<file path="config.mk">
export PLATFORM = sky130hd
export DESIGN_NAME = next_serial_receiver_flat
export DESIGN_NICKNAME = d
export VERILOG_FILES = /design/src/rtl/next_link_pkg.sv /design/src/rtl/next_serial_receiver_if.sv /design/src/rtl/next_rx_holding_reg.sv /design/src/rtl/next_serial_receiver.sv /design/src/flat_wrapper.sv
export SDC_FILE = /design/constraint.sdc
export NUM_CORES = 1
export LEC_CHECK = 0
export CAP_MARGIN = 0
export CORE_ASPECT_RATIO = 0.6
export CORE_MARGIN = 2
export CORE_UTILIZATION = 45
export CTS_BUF_LIST = sky130_fd_sc_hd__clkbuf_16
export DETAILED_ROUTE_END_ITERATION = 16
export PLACE_DENSITY_LB_ADDON = 0.15
export SLEW_MARGIN = 30
export SYNTH_ARGS = -nofsm -noshare
export SYNTH_HDL_FRONTEND = slang
export SYNTH_SLANG_ARGS = --single-unit
</file>
<file path="constraint.sdc">
create_clock -name clk -period 1.8 [get_ports clk]
set_input_delay 0.27 -clock clk [delete_from_list [all_inputs] [get_ports clk]]
set_output_delay 0.27 -clock clk [all_outputs]
set_load 0.01 [all_outputs]
</file>
<file path="src/rtl/next_link_pkg.sv">
//==============================================================================
// next_link_pkg: constants and types shared by the NeXT serial link TX and RX.
// Revision: 1.0
//==============================================================================
`default_nettype none

package next_link_pkg;

    localparam int              PACKET_BITS    = 41;
    localparam int              DATA_WIDTH     = 40;
    localparam logic [39:0]     AUDIO_REQ_CODE = 40'h07_0000_0000;
    localparam int              SENDER_GAP     = 3;

    typedef enum logic [1:0] {
        IDLE = 2'd0,
        DATA = 2'd1,
        GAP  = 2'd2
    } rx_state_t;

endpackage

`default_nettype wire

</file>
<file path="src/rtl/next_serial_receiver_if.sv">
//==============================================================================
// next_serial_receiver_if: serial input plus packet output stream and status.
// Revision: 1.0
//==============================================================================
`default_nettype none

interface next_serial_receiver_if #(
    parameter int DATA_WIDTH = 40
);
    logic                  sin;
    logic [DATA_WIDTH-1:0] out_data;
    logic                  out_valid;
    logic                  out_ready;
    logic                  audio_req;
    logic                  framing_error;
    logic                  overrun;
    logic                  busy;

    modport master (
        input  sin, out_ready,
        output out_data, out_valid, audio_req, framing_error, overrun, busy
    );

    modport slave (
        output sin, out_ready,
        input  out_data, out_valid, audio_req, framing_error, overrun, busy
    );
endinterface

`default_nettype wire

</file>
<file path="src/rtl/next_rx_holding_reg.sv">
//==============================================================================
// next_rx_holding_reg: one-entry valid/ready output register with overrun pulse.
// Revision: 1.0
//==============================================================================
`default_nettype none

module next_rx_holding_reg #(
    parameter int DATA_WIDTH = 40
) (
    input  wire logic                  clk,
    input  wire logic                  rst,
    input  wire logic                  load,
    input  wire logic [DATA_WIDTH-1:0] load_data,
    input  wire logic                  ready,
    output logic      [DATA_WIDTH-1:0] data,
    output logic                       valid,
    output logic                       overrun
);

    always_ff @(posedge clk) begin
        if (rst) begin
            data    <= '0;
            valid   <= 1'b0;
            overrun <= 1'b0;
        end else begin
            overrun <= 1'b0;
            if (load) begin
                // A consume in the same cycle frees the slot, so the new packet is kept.
                if (!valid || ready) begin
                    data  <= load_data;
                    valid <= 1'b1;
                end else begin
                    overrun <= 1'b1;
                end
            end else if (valid && ready) begin
                valid <= 1'b0;
            end
        end
    end

endmodule

`default_nettype wire

</file>
<file path="src/rtl/next_serial_receiver.sv">
//==============================================================================
// next_serial_receiver: NeXT serial link deserializer (start bit + 40 data bits).
// Optional audio-request decode: NEXT_RX_AUDIO_REQ_DECODE_EN.  Revision: 1.0
//==============================================================================
`default_nettype none

module next_serial_receiver
    import next_link_pkg::*;
#(
    parameter int                    DATA_WIDTH     = next_link_pkg::DATA_WIDTH,
    parameter int                    MIN_GAP        = next_link_pkg::SENDER_GAP,
    parameter logic [DATA_WIDTH-1:0] AUDIO_REQ_CODE = DATA_WIDTH'(next_link_pkg::AUDIO_REQ_CODE)
) (
    input wire logic              clk,
    input wire logic              rst,
    next_serial_receiver_if.master link
);

    localparam int CNT_MAX = (DATA_WIDTH > MIN_GAP) ? DATA_WIDTH : MIN_GAP;
    localparam int CW      = $clog2(CNT_MAX + 1);
    localparam logic [CW-1:0] DATA_LAST = CW'(DATA_WIDTH - 1);
    localparam logic [CW-1:0] GAP_LAST  = CW'((MIN_GAP > 0) ? (MIN_GAP - 1) : 0);

`ifdef NEXT_RX_AUDIO_REQ_DECODE_EN
    localparam bit DECODE_EN = 1'b1;
`else
    localparam bit DECODE_EN = 1'b0;
`endif

    rx_state_t             state;
    logic                  sin_q;
    logic [CW-1:0]         cnt;
    logic [DATA_WIDTH-2:0] shift;
    logic                  audio_req_q;
    logic                  framing_error_q;

    logic [DATA_WIDTH-1:0] payload;
    logic                  complete;
    logic                  audio_hit;
    logic                  load;

    // The last data bit is still in sin_q when the packet completes.
    assign payload   = {shift, sin_q};
    assign complete  = (state == DATA) && (cnt == DATA_LAST);
    assign audio_hit = DECODE_EN && (payload == AUDIO_REQ_CODE);
    assign load      = complete && !audio_hit;

    always_ff @(posedge clk) begin
        if (rst) begin
            sin_q           <= 1'b0;
            state           <= IDLE;
            cnt             <= '0;
            shift           <= '0;
            audio_req_q     <= 1'b0;
            framing_error_q <= 1'b0;
        end else begin
            sin_q           <= link.sin;
            audio_req_q     <= 1'b0;
            framing_error_q <= 1'b0;
            case (state)
                IDLE: begin
                    if (sin_q) begin
                        state <= DATA;
                        cnt   <= '0;
                    end
                end
                DATA: begin
                    shift <= payload[DATA_WIDTH-2:0];
                    if (cnt == DATA_LAST) begin
                        audio_req_q <= audio_hit;
                        cnt         <= '0;
                        state       <= (MIN_GAP == 0) ? IDLE : GAP;
                    end else begin
                        cnt <= cnt + 1'b1;
                    end
                end
                GAP: begin
                    // A premature start bit is flagged and dropped; the gap count keeps running.
                    framing_error_q <= sin_q;
                    if (cnt == GAP_LAST) begin
                        state <= IDLE;
                        cnt   <= '0;
                    end else begin
                        cnt <= cnt + 1'b1;
                    end
                end
                default: begin
                    state <= IDLE;
                    cnt   <= '0;
                end
            endcase
        end
    end

    next_rx_holding_reg #(
        .DATA_WIDTH (DATA_WIDTH)
    ) u_holding (
        .clk       (clk),
        .rst       (rst),
        .load      (load),
        .load_data (payload),
        .ready     (link.out_ready),
        .data      (link.out_data),
        .valid     (link.out_valid),
        .overrun   (link.overrun)
    );

    assign link.audio_req     = audio_req_q;
    assign link.framing_error = framing_error_q;
    assign link.busy          = (state != IDLE);

endmodule

`default_nettype wire

</file>
<file path="src/flat_wrapper.sv">
// flat-port wrapper written by rule: the top's interface ports become plain ports
module next_serial_receiver_flat import next_link_pkg::*;
#(
    parameter int                    DATA_WIDTH     = next_link_pkg::DATA_WIDTH,
    parameter int                    MIN_GAP        = next_link_pkg::SENDER_GAP,
    parameter logic [DATA_WIDTH-1:0] AUDIO_REQ_CODE = DATA_WIDTH'(next_link_pkg::AUDIO_REQ_CODE)
)
  (clk, rst, link_sin, link_out_ready, link_out_data, link_out_valid, link_audio_req, link_framing_error, link_overrun, link_busy);
  next_serial_receiver_if #(.DATA_WIDTH(DATA_WIDTH)) link_i ();
  input wire logic clk;
  input wire logic rst;
  input wire logic [$bits(link_i.sin)-1:0] link_sin;
  input wire logic [$bits(link_i.out_ready)-1:0] link_out_ready;
  output wire logic [$bits(link_i.out_data)-1:0] link_out_data;
  output wire logic [$bits(link_i.out_valid)-1:0] link_out_valid;
  output wire logic [$bits(link_i.audio_req)-1:0] link_audio_req;
  output wire logic [$bits(link_i.framing_error)-1:0] link_framing_error;
  output wire logic [$bits(link_i.overrun)-1:0] link_overrun;
  output wire logic [$bits(link_i.busy)-1:0] link_busy;
  assign link_i.sin = link_sin;
  assign link_i.out_ready = link_out_ready;
  assign link_out_data = link_i.out_data;
  assign link_out_valid = link_i.out_valid;
  assign link_audio_req = link_i.audio_req;
  assign link_framing_error = link_i.framing_error;
  assign link_overrun = link_i.overrun;
  assign link_busy = link_i.busy;
  next_serial_receiver #(.DATA_WIDTH(DATA_WIDTH), .MIN_GAP(MIN_GAP), .AUDIO_REQ_CODE(AUDIO_REQ_CODE)) u_core (.clk(clk), .rst(rst), .link(link_i));
endmodule
</file>
**After elaboration in Yosys (flattened, before gate mapping)**

Index checks and enable logic that the tools add are counted.

- Register bits after elaboration: 91
- Output and inout bits: 45

- Add/sub/neg operators: 1
- Equality and inequality tests: 8
- Mux-type cells: 12
- Bitwise logic cells: 2
- Reductions and logical operators: 12

Operators with widths:

| operator | count |
|---|---|
| $mux W6 | 3 |
| $pmux W6 S3 | 1 |
| $add A6 B1 Y6 const B | 1 |
| $eq A6 B2 Y1 const B | 1 |
| $eq A6 B6 Y1 const B | 1 |
| $mux W2 | 3 |
| $pmux W2 S3 | 1 |
| $mux W1 | 4 |
| $ne A2 B1 Y1 const B | 2 |
| $ne A2 B2 Y1 const B | 2 |
| $reduce_and A2 Y1 | 2 |
| $reduce_bool A2 Y1 | 2 |
| $reduce_or A2 Y1 | 2 |
| $reduce_and A3 Y1 | 1 |
| $eq A2 B1 Y1 const B | 1 |
| $eq A2 B2 Y1 const B | 1 |
| $logic_and A1 B1 Y1 | 2 |
| $logic_not A2 Y1 | 1 |
| $not A1 Y1 | 2 |
| $logic_not A1 Y1 | 1 |
| $logic_or A1 B1 Y1 | 1 |

**Depth between registers and ports, before layout**

- Word-level depth: 4
- Depth in mapped cells: 7

**Cells and area by module**

A second synthesis with hierarchy kept.

- Cells, all modules: 375
- Area total of the unflattened synthesis: 3,819.9 um2

Modules (own cells, without submodules):

| module | instances | cells an instance | area an instance (um2) | sequential area each (um2) |
|---|---|---|---|---|
| next_serial_receiver | 1 | 195 | 1,939.4 | 980.9 |
| next_rx_holding_reg | 1 | 180 | 1,880.6 | 840.8 |

**Worst setup path after synthesis**

Ideal clock, no wire load.

- Path type: reg-to-reg
- Start: register u_core.state[1]
- End: register u_core.state[1]
- Library setup time: 79 ps
- Data arrival time: 1,396 ps
- Data required time: 1,721 ps
- Slack: 325 ps
- Cell stages (with the launch flop): 7
- Buffers on the path: 1
- Period minus slack after synthesis: 1,475 ps
- Path through: dfxtp_1 -> inv_1 -> ha_1 -> clkbuf_1 -> a21boi_1 -> or3_4 -> a211oi_2

- Word-level cells in the longest chain between the ends: 3

RTL lines:

| element | line | source |
|---|---|---|
| start, declared | next_serial_receiver.sv:30 | `rx_state_t state;` |
| start signal, assigned | next_serial_receiver.sv:72 | `state <= (MIN_GAP == 0) ? IDLE : GAP;` |
| $eq A2 B1 Y1, or another cell as far along | next_serial_receiver.sv:60 | `case (state)` |
| $ne A2 B2 Y1 (no source line) / $ne A2 B1 Y1 (equally long branches) | - |  |
| $reduce_and A3 Y1 (no source line) | - |  |

Several ways; a longest one is shown, not always the timed one.
A chain may end at the register's enable or synchronous reset.

**Worst setup path after layout**

- Start: register u_core.cnt[1]
- End: register u_core.u_holding.data[12]

- Word-level cells in the longest chain between the ends: 3

RTL lines:

| element | line | source |
|---|---|---|
| start, declared | next_serial_receiver.sv:32 | `logic [CW-1:0] cnt;` |
| start signal, assigned | next_serial_receiver.sv:74 | `cnt <= cnt + 1'b1;` |
| start signal, assigned | next_serial_receiver.sv:84 | `cnt <= cnt + 1'b1;` |
| $eq A6 B6 Y1 | next_serial_receiver.sv:44 | `assign complete = (state == DATA) && (cnt == DATA_LAST);` |
| $logic_and A1 B1 Y1 | next_serial_receiver.sv:44 |  |
| $reduce_and A2 Y1 (no source line) | - |  |
| end signal, assigned | next_rx_holding_reg.sv:30 | `data <= load_data;` |
| end, declared | next_rx_holding_reg.sv:15 | `output logic [DATA_WIDTH-1:0] data,` |

No other way between the ends.

==> metrics.md <==
| Metric | Value |
|---|---|
| Count of different cell masters after synthesis | `29` |
| Post-CTS Hold Fix Bufs | `0` |
| Placement row count | `24` |
| Worst path buffer plus inverter count | `2` |
| TritonCTS buffer count | `9` |
| Non-filler cells in the finished layout | `a little under 500` |
| Residual DRC | `0` |
| Global routing usage summed across all routing layers | `16.8%` |
| Design Area, Final | `between 4000 and 5000 µm²` |
| Maximum fanout along the worst path | `12` |
| Power per Cell Area | `slightly below 1000 nW/µm²` |
| Core ar. | `around 7300 µm²` |
| Unrepaired setup endpoints after global routing | `no` |
| Max Clock Freq | `between 500 and 600 MHz` |
| Via count of the first global-routing pass | `~2200` |
| Share of total power in sequential cells | `~50%` |
| Top Family by Delay on Critical Path | `simple AND/OR/NAND/NOR gates` |
| Count of warnings emitted by yosys | `0` |
| Maximum buffer depth of the clock tree | `2` |
| TritonCTS clock tree | `built` |
| Portion of the post-synthesis area used by sequential elements | `53.5%` |
| Int Pwr | `approximately 3.2 mW` |
| Cell Chain, Critical Path | `ha_2 > and3_2 > nand4_1 > buf_4 > clkbuf_16 > mux2i_1 > nor2_1` |
| Relative area change from synthesis to final layout | `25.7%` |
| DP Area | `approximately 4000 µm²` |
| Fin Setup TNS | `0 ns` |
| Fin. Hold Viols | `0` |
| First-iteration detailed-routing DRC count | `160` |
| Worst setup slack after layout | `0.129 ns` |
| Share of the clock period used by the worst path | `between 90 and 100%` |
| Post-synthesis average cell area | `between 10 and 15 µm²` |
| Util after Layout | `58.6%` |
| Aggregate routed wire length | `6300 µm` |
| Switching share of power | `between 20% and 30%` |
| Global-route wire length before repair | `roughly 11000 µm` |
| Critical path data required time | `about 2.0 ns` |
| Depth of the CTS H-tree | `3` |
| Mapped Area | `roughly 3400 µm²` |
| Inserted Diodes | `0` |
| Total via count after detailed routing | `between 2000 and 2500` |
| Tightest Hold Check Type | `input port to flip-flop` |
| I/O pin cnt | `49` |
| Leak Pwr | `1.87 nW` |
| Start-to-end type of the worst setup path | `flip-flop to flip-flop` |
| Worst hold path startpoint | `rst` |
| Detailed placement HPWL | `around 4000 µm` |
| Worst endpoint data arrival time | `1.88 ns` |
| Count of maximum capacitance violations | `0` |
| Switching Power | `roughly 1.0 mW` |
| CTS sink cnt | `a little over 90` |
| Most common library cell in the layout ignoring fill and taps | `sky130_fd_sc_hd__dfxtp_1` |
| Initial core utilization | `a little under half` |
| Antenna Nets Post-Route | `0` |
| Critical register-to-register path startpoint | `u_core.cnt[1]` |
| Total number of nets in the final design | `~380` |
| Cells after Synth | `roughly 330` |
| Routed wirelength normalized by instance count | `between 10 and 15 µm` |
| Number of max-slew violations in the final report | `0` |
| Final setup viols | `0` |
| Die ar. | `around 8300 µm²` |
| Nets in the synthesized netlist | `338` |
| Clock network fraction of design power | `between 30% and 40%` |
| Initial antenna violation count | `0` |
| Post-CTS clock slew at the launch and capture registers of the worst setup and hold paths | `roughly 0.060 ns` |
| Gr ovfl total | `0` |
| Reg-to-reg critical path endpoint | `u_core.u_holding.data[12]` |
| Largest net degree at the start of global routing | `between 50 and 60` |
| Clock Tree Root | `sky130_fd_sc_hd__clkbuf_16` |
| Outcome | `completed` |
| Sink of the worst hold path | `u_core.shift[34]` |
| Depth of the worst register-to-register path | `7` |
| Endpoint kind of the worst setup timing path | `flip-flop` |
| Via-per-instance ratio | `approximately 4.8` |
| Final critical delay including setup and external delays | `1.67 ns` |
| Final Total Pwr | `roughly 4.2 mW` |
| Setup slack of the worst register-to-register path | `0.13 ns` |
| Port bufs | `47` |
| CP max stage cell | `sky130_fd_sc_hd__dfxtp_2` |
| Post-Route Skew | `0.00405 ns` |
| Comb pwr share | `between 10% and 20%` |
| Number of placed cells counting well taps | `around 470` |
| Worst hold slack | `approximately 0.38 ns` |
| Post-synthesis sequential element count | `between 90 and 100` |
| Clock network latency to the later pin of the worst-skew pair | `about 0.33 ns` |
| Setup slack after placement | `approximately 0.038 ns` |
| Worst hold path cell count | `3` |
| Placer's final routability congestion estimate | `about 0.76` |
| Worst-case vdd ir drop | `around 0.62 mV` |
| Length of the first detailed-routing pass in iterations | `5` |
| Vertical die dimension | `71.4 µm` |
| Crit start category | `flip-flop` |
| Filler Cells Inserted | `~650` |
| Most frequent cells in the layout | `sky130_fd_sc_hd__dfxtp_1 (89), sky130_fd_sc_hd__nor2_1 (83), sky130_fd_sc_hd__mux2i_1 (80)` |
| Delay of the slowest cell on the worst path | `about 0.35 ns` |
| Horizontal die dimension | `around 120 µm` |
| Share of post-route cells with drive strength above 1 | `under 10%` |
==> timing repair <==
| item | 4_1_cts | 5_1_grt |
|---|---|---|
| buffers inserted | 0 | 1 |
| endpoints found under the setup margin | 1 | 33 |
| cloned | 0 | 1 |
| pin swaps | 0 | 1 |
| gates resized for setup | 1 | 5 |
==> flip-flops by register name, summed over array words and instances, names as in the netlist <==
name	flops
u_core.shift	39
u_core.cnt	6
u_core.sin_q	1
u_core.u_holding.data	40
u_core.state	2
u_core.u_holding.overrun	1
u_core.u_holding.valid	1
u_core.link.framing_error	1
==> Yosys cell counts <==
master                      n  area (µm²)
sky130_fd_sc_hd__o221ai_1   1        8.76
sky130_fd_sc_hd__nor2_1    83         312
sky130_fd_sc_hd__o21ai_0    2        10.0
sky130_fd_sc_hd__nand2b_1   4        25.0
sky130_fd_sc_hd__nor2_4     1        11.3
sky130_fd_sc_hd__clkbuf_1  11        41.3
sky130_fd_sc_hd__a211oi_1   3        22.5
sky130_fd_sc_hd__nand3b_1   1        7.51
sky130_fd_sc_hd__and2_1     2        12.5
sky130_fd_sc_hd__o211ai_1   2        15.0
sky130_fd_sc_hd__nor3_1     2        10.0
sky130_fd_sc_hd__and3_1     2        12.5
sky130_fd_sc_hd__conb_1     1        3.75
sky130_fd_sc_hd__a211oi_2   1        12.5
sky130_fd_sc_hd__a31oi_2    1        12.5
sky130_fd_sc_hd__ha_1       6        75.1
sky130_fd_sc_hd__inv_1      6        22.5
sky130_fd_sc_hd__dfxtp_1   91        1820
sky130_fd_sc_hd__a21oi_1    4        20.0
sky130_fd_sc_hd__nand4_1    2        12.5
sky130_fd_sc_hd__nand2_1    5        18.8
sky130_fd_sc_hd__buf_2      4        20.0
sky130_fd_sc_hd__xor2_1     2        17.5
sky130_fd_sc_hd__nand3_1    2        10.0
sky130_fd_sc_hd__buf_4      5        37.5
sky130_fd_sc_hd__mux2i_1   80         801
sky130_fd_sc_hd__or3_4      1        11.3
sky130_fd_sc_hd__nor2b_1    2        12.5
sky130_fd_sc_hd__a21boi_1   1        7.51
==> worst min-delay path, delay by kind of cell <==
kind	cells	cell delay [ns]
buf+inv	2	0.29
simple gates	1	0.11
==> per-layer routing <==
layer  global-route usage, %  vias to the layer above  part of all wire, %
met5                       0                        -                    0
met4                    7.54                        0                  1.6
met3                    6.68                        8                  6.1
met2                    22.9                       53                   40
met1                    23.4                     1093                   53
li1                        -                     1181                    -
==> power by group through the flow <==
stage	sequential, mW	clock (mW)	combinational, mW
after floorplan	2.10	0	0.446
after global placement	2.10	0	0.563
after detailed placement	2.10	0	0.569
after CTS	2.06	1.67	0.562
after global routing	2.06	1.74	0.614
final	2.06	1.61	0.560
==> worst max-delay path by stage <==
stage	from	to	slack [ns]	cells past startpoint
final	u_core.cnt[1]	u_core.u_holding.data[12]	0.13	7
after global routing	u_core.cnt[0]	u_core.u_holding.data[0]	0.03	7
after CTS	u_core.cnt[0]	u_core.u_holding.data[26]	0.08	6
after detailed placement	link_out_ready	u_core.u_holding.data[26]	0.04	6
after global placement	link_out_ready	u_core.u_holding.data[12]	0.10	6
after floorplan	u_core.state[1]	u_core.state[1]	0.32	6
==> cell families (layout without fill, tap and decap cells) <==
| family | Yosys count | count (layout) | share of synthesized area, % |
|---|---|---|---|
| multiplexers | 80 | 80 | 23.5 |
| adder cells (fa/ha/maj) | 6 | 6 | 2.21 |
| AO/OA/AOI/OAI | 15 | 15 | 3.20 |
| flip-flops | 91 | 91 | 53.5 |
| other | 1 | 1 | 0.110 |
| AND/OR/NAND/NOR | 107 | 107 | 13.4 |
| buffers and inverters | 26 | 76 | 3.56 |
| XOR/XNOR | 2 | 2 | 0.515 |
==> area by class of cell <==
type / instances / area, µm² / area share [%]
clock inverter: 6 / 26.3 / 0.614
timing repair buffer: 55 / 579 / 13.5
tap: 104 / 130 / 3.04
sequential: 91 / 1820 / 42.6
multi-input combinational: 211 / 1470 / 34.4
inverter: 6 / 22.5 / 0.526
clock buffer: 9 / 225 / 5.26
No activity file was read; power rests on OpenSTA's default activity.
